--- config.mk ---
export PLATFORM = sky130hd
export DESIGN_NAME = full_subtractor
export DESIGN_NICKNAME = d
export VERILOG_FILES = /design/src/rtl/full_subtractor_cell.sv /design/src/rtl/full_subtractor.sv
export SDC_FILE = /design/constraint.sdc
export NUM_CORES = 1
export LEC_CHECK = 0
export BUFFER_PORTS_ARGS = -buffer_cell sky130_fd_sc_hd__buf_2
export CORE_AREA = 5 5 42 44
export CTS_CLUSTER_DIAMETER = 30
export DETAILED_ROUTE_END_ITERATION = 8
export DIE_AREA = 0 0 47 49
export PLACE_DENSITY_LB_ADDON = 0.12
export SLEW_MARGIN = 10
export SYNTH_ARGS = -nofsm -noshare
export SYNTH_HDL_FRONTEND = slang
export SYNTH_HIERARCHICAL = 1
export SYNTH_SLANG_ARGS = --single-unit
--- constraint.sdc ---
create_clock -name clk -period 1.3 [get_ports clk]
set_clock_uncertainty 0.05 [all_clocks]
set_input_delay 0.13 -clock clk [delete_from_list [all_inputs] [get_ports clk]]
set_output_delay 0.13 -clock clk [all_outputs]
set_load 0.03 [all_outputs]
--- src/rtl/full_subtractor_cell.sv ---
// Single-bit full subtractor: diff = a - b - bin, with the borrow-out in bout.
module full_subtractor_cell (
  input  logic a,
  input  logic b,
  input  logic bin,
  output logic diff,
  output logic bout
);

  assign diff = a ^ b ^ bin;
  assign bout = (~a & b) | (~(a ^ b) & bin);

endmodule

--- src/rtl/full_subtractor.sv ---
// Full subtractor with combinational and registered outputs, plus a bit-serial mode
// that chains the borrow between consecutive valid bits (LSB first, sop marks the LSB).
module full_subtractor (
  input  logic clk,
  input  logic rst,
  input  logic A,
  input  logic B,
  input  logic Bin,
  input  logic in_valid,
  input  logic serial_en,
  input  logic sop,
  output logic Difference,
  output logic Bout,
  output logic diff_q,
  output logic bout_q,
  output logic out_valid
);

  logic borrow_reg;
  logic bin_eff;

  // Mid-word serial bits take the borrow left by the previous valid bit.
  assign bin_eff = (serial_en && !sop) ? borrow_reg : Bin;

  full_subtractor_cell u_cell (
    .a    (A),
    .b    (B),
    .bin  (bin_eff),
    .diff (Difference),
    .bout (Bout)
  );

  always_ff @(posedge clk) begin
    if (rst) begin
      diff_q     <= 1'b0;
      bout_q     <= 1'b0;
      out_valid  <= 1'b0;
      borrow_reg <= 1'b0;
    end else begin
      out_valid <= in_valid;
      if (in_valid) begin
        diff_q     <= Difference;
        bout_q     <= Bout;
        borrow_reg <= Bout;
      end
    end
  end

endmodule

### Yosys cells after proc, flatten, opt, wreduce, memory -nomap -nowiden

Index checks and enable logic that the tools add are counted.

* register bits: 3
* input port bits: 8
* output and inout port bits: 5
* word-level logic and storage cells: 13

* multiplexer cells: 1
* bitwise operators: 7
* reduce and logical (&&, ||, !) cells: 2

Operator list (count)
* 1-bit bitwise AND: 2
* 1-bit inverter: 2
* 1-bit bitwise XOR: 2
* 1-bit logical AND: 1
* 1-bit logical NOT: 1
* 1-bit two-way mux: 1
* 1-bit bitwise OR: 1

### Logic depth before layout (Yosys ltp)

* depth after elaboration: 5
* depth in mapped cells: 7
* mapped depth without buffers: 7

### By module

Netlist, hierarchy kept.

Modules (own cells, without submodules)
* full_subtractor: instances 1, cells each 10, area an instance 115.1 sq um, seq. area each 60.1 sq um
* full_subtractor_cell: instances 1, cells each 4, area an instance 31.3 sq um, seq. area each 0.0 sq um

### Worst setup path before layout

OpenSTA, ideal clock, no wires.

* path kind: register to register
* start point: reg borrow_reg
* end point: reg diff_q
* library setup time: 65 ps
* data arrival time: 1611 ps
* required time: 1185 ps
* slack: -425 ps
* cell stages (with the launch flop): 6
* path buffers: 0
* clock period less this slack: 1725 ps
* path through: dfxtp_1 -> mux2_4 -> inv_1 -> fa_1 -> mux2i_1 -> nor2_1

* word-level cells in the longest chain between the ends: 2

RTL lines
* from (decl): RTL line full_subtractor.sv:19 `logic borrow_reg;`
* from (signal assigned): RTL line full_subtractor.sv:44 `borrow_reg <= Bout;`
* 1-bit two-way mux: RTL line full_subtractor.sv:23 `assign bin_eff = (serial_en && !sop) ? borrow_reg : Bin;`
* via bin_eff: RTL line full_subtractor.sv:20 `logic bin_eff;`
* 1-bit bitwise XOR: RTL line full_subtractor_cell.sv:10 `assign diff = a ^ b ^ bin;`
* via Difference: RTL line full_subtractor.sv:12 `output logic Difference,`
* to (signal assigned): RTL line full_subtractor.sv:42 `diff_q <= Difference;`
* to (decl): RTL line full_subtractor.sv:14 `output logic diff_q,`

The timed path passes the listed nets, and every way through them passes these cells.
A chain may end at the register's enable or synchronous reset.

### Worst setup path after layout

* start point: reg borrow_reg
* end point: out Difference

* word-level cells in the longest chain between the ends: 2

RTL lines (RTL line)
* 1-bit two-way mux: full_subtractor.sv:23
* via bin_eff: full_subtractor.sv:20
* 1-bit bitwise XOR: full_subtractor_cell.sv:10
* to (decl): full_subtractor.sv:12

The timed path passes the listed nets, and every way through them passes these cells.

==> out/results.tsv <==
metric	value	unit
outcome	finished with violations	
failing checks	setup timing	
drt first pass iters	2	
final hold slack	21.06	ps
WL met2	163	um
Clock Sink Count	3	
initial antenna violation count	0	
Post-synth EDFFs	0	
Setup CP Type	flop to output port	
Antenna Nets Post-Route	0	
Seq cells post-synth	3	
synthesized area per cell	10.46	um^2
critical path arrival	1480	ps
CTS Hold Bufs	0	
port buffer count	12	
CP Launch Type	flop	
worst path cell trace	mux2_4 -> inv_4 -> fa_2 -> buf_6	
ys async rst share	0	%
Clk Latency, worst-skew pair	230	ps
Synth top cells by count	dfxtp_1 (3), inv_1 (3), mux2i_1 (2), nor2_1 (2)	
Post-Route WL	392	um
Via density	3.224	
final instance area	302.8	um^2
WL met1	172	um
largest area contributor in the netlist	dfxtp_1	
vias in the first global route	175	
Hold Crit Class	primary input to flop	
synth-to-layout area growth	106.8	%
Slew Limit Headroom	90.29	%
clock buffer count from CTS	3	
global route overflow	0	
Fillers	168	
Seq/Total Area, Yosys	41.03	%
largest fanout on the critical path	2	
Tot GR Track Use	4.293	%
share of post-route cells with drive strength above 1	69.70	%
first-pass GRT wire length	676	um
Final Critical Period	1656	ps
CP peak stage delay	420	ps
RSZ-0062 raised after global routing	true	
deepest clock path buffer count	2	
Slowest-stage cell, CP	fa_2	
uppermost layer routed	met4	
Register Area	63.81	um^2
mapped cell area	146.4	um^2
Initial Util	10.45	%
Nets	43	
residual DRC count	0	
routability cong.	0.6120	
largest net degree at the start of global routing	4	
Main synth FF type	dfxtp_1	
worst r2r dst	diff_q	
Fmax	604.0	MHz
WL/cell	8.000	um
area of the multi-input gates	77.57	um^2
final worst-path cycle share	127.4	%
Pwr Density	1288	nW/um^2
Synth Warn #	6	
R2R Setup Slk	-260	ps
Syn Nets	23	
cell count after synthesis	14	
Clock transition at path regs	40	ps
WP buf/inv	2	
setup tns final	-891.6	ps
vias after detailed routing	158	
worst r2r path cells	6	
Die Width	47	um
CTS root buf	clkbuf_4	
antenna cells	0	
leakage power	0.1601	nW
Reg2Reg Launch Point	borrow_reg	
kind of cell adding the most delay to the critical path	adder cells	
placed cell areas	242.7	um^2
CTS tree	done	
Netlist cell types	8	
worst setup margin	-355.6	ps
Setup violations, final	4	
DRT iter0 DRCs	2	
dominant cells by area after synthesis	dfxtp_1 (41%), fa_1 (14%), mux2i_1 (14%)	
Rows	14	
CP endpoint kind	output port	
final core occ	21.61	%
Worst Path Required	1120	ps
Tightest Pin Transition	141.6	ps
H-tree Lvls	1	
max-cap viol count	0	
Critical Path Sink	Difference	
origin of the worst setup path	borrow_reg	
Die H	49	um
Core Area	1401	um^2
Slew Limit Fails	0	
IO Pins	13	
Die ar.	2303	um^2
Max IR drop VDD	0.2300	mV
Crit path depth	4	
final hold vios	0	
Synth top area share	41.03	%
met3 wire len	51	um
==> logic make-up (layout without fill, tap and decap cells) <==
family	Yosys count	after routing	share of synthesized area (%)
simple gates	4	4	13.68
mux	3	3	23.93
flops	3	3	41.03
buf+inv	3	22	7.692
fa+ha+maj	1	1	13.68
==> routing by layer <==
layer | vias up | GRT usage [%]
li1 | 79 | -
met1 | 67 | 5.482
met2 | 10 | 4.525
met3 | 2 | 1.476
met4 | 0 | 5.530
met5 | - | 0
==> layout by cell type, fill, tap and decap left out, types with 2 or more instances in the layout <==
master | netlist | final
buf_6 | 0 | 3
nor2_1 | 2 | 2
clkbuf_4 | 0 | 3
buf_2 | 0 | 10
dfxtp_1 | 3 | 2
buf_4 | 0 | 2
mux2i_1 | 2 | 2
inv_4 | 0 | 2
==> power breakdown <==
group	switching, mW	internal, mW	leakage, nW
clock network	0.0496	0.115	0.0150
logic	0.0622	0.0607	0.120
registers	0.00321	0.0991	0.0255
total	0.115	0.275	0.160
==> timing repair <==
action | in CTS | in global routing
setup endpoints to repair | 3 | 4
pin swaps | 1 | 2
buffers inserted | 1 | 1
resized for setup | 4 | 2
==> worst reg2reg max path, delay by kind of cell (launching register included) <==
family / cells / cell delay (ps)
buf+inv: 2 / 200
simple gates: 1 / 50
flops: 1 / 330
fa+ha+maj: 1 / 420
mux: 2 / 400
==> through the flow <==
| step | setup slack [ps] | std cells | power [mW] |
|---|---|---|---|
| 2_1_floorplan | -258.5 | 14 | 0.1705 |
| 3_3_place_gp | -246.4 | 43 | 0.2001 |
| 3_5_place_dp | -240.9 | 43 | 0.2000 |
| 4_1_cts | -373.3 | 48 | 0.3903 |
| 5_1_grt | -394.6 | 49 | 0.4176 |
| 6_report | -355.6 | 49 | 0.3899 |
==> cell type report <==
cell class                 instances  share of cell area (%)
inverter                           3                   5.372
multi-input combinational          8                   25.62
sequential                         3                   21.07
clock buffer                       4                   8.678
timing repair buffer              15                   32.64
tap                               16                   6.612
==> worst min path at each step <==
stage,from,to,slack [ps],depth (start not counted)
6_report,rst,borrow_reg,20,2
3_3_place_gp,rst,borrow_reg,270,2
2_1_floorplan,rst,borrow_reg,140,1
5_1_grt,rst,borrow_reg,20,2
4_1_cts,rst,borrow_reg,20,2
3_5_place_dp,rst,borrow_reg,270,2
(Power assumes the default switching activity.)
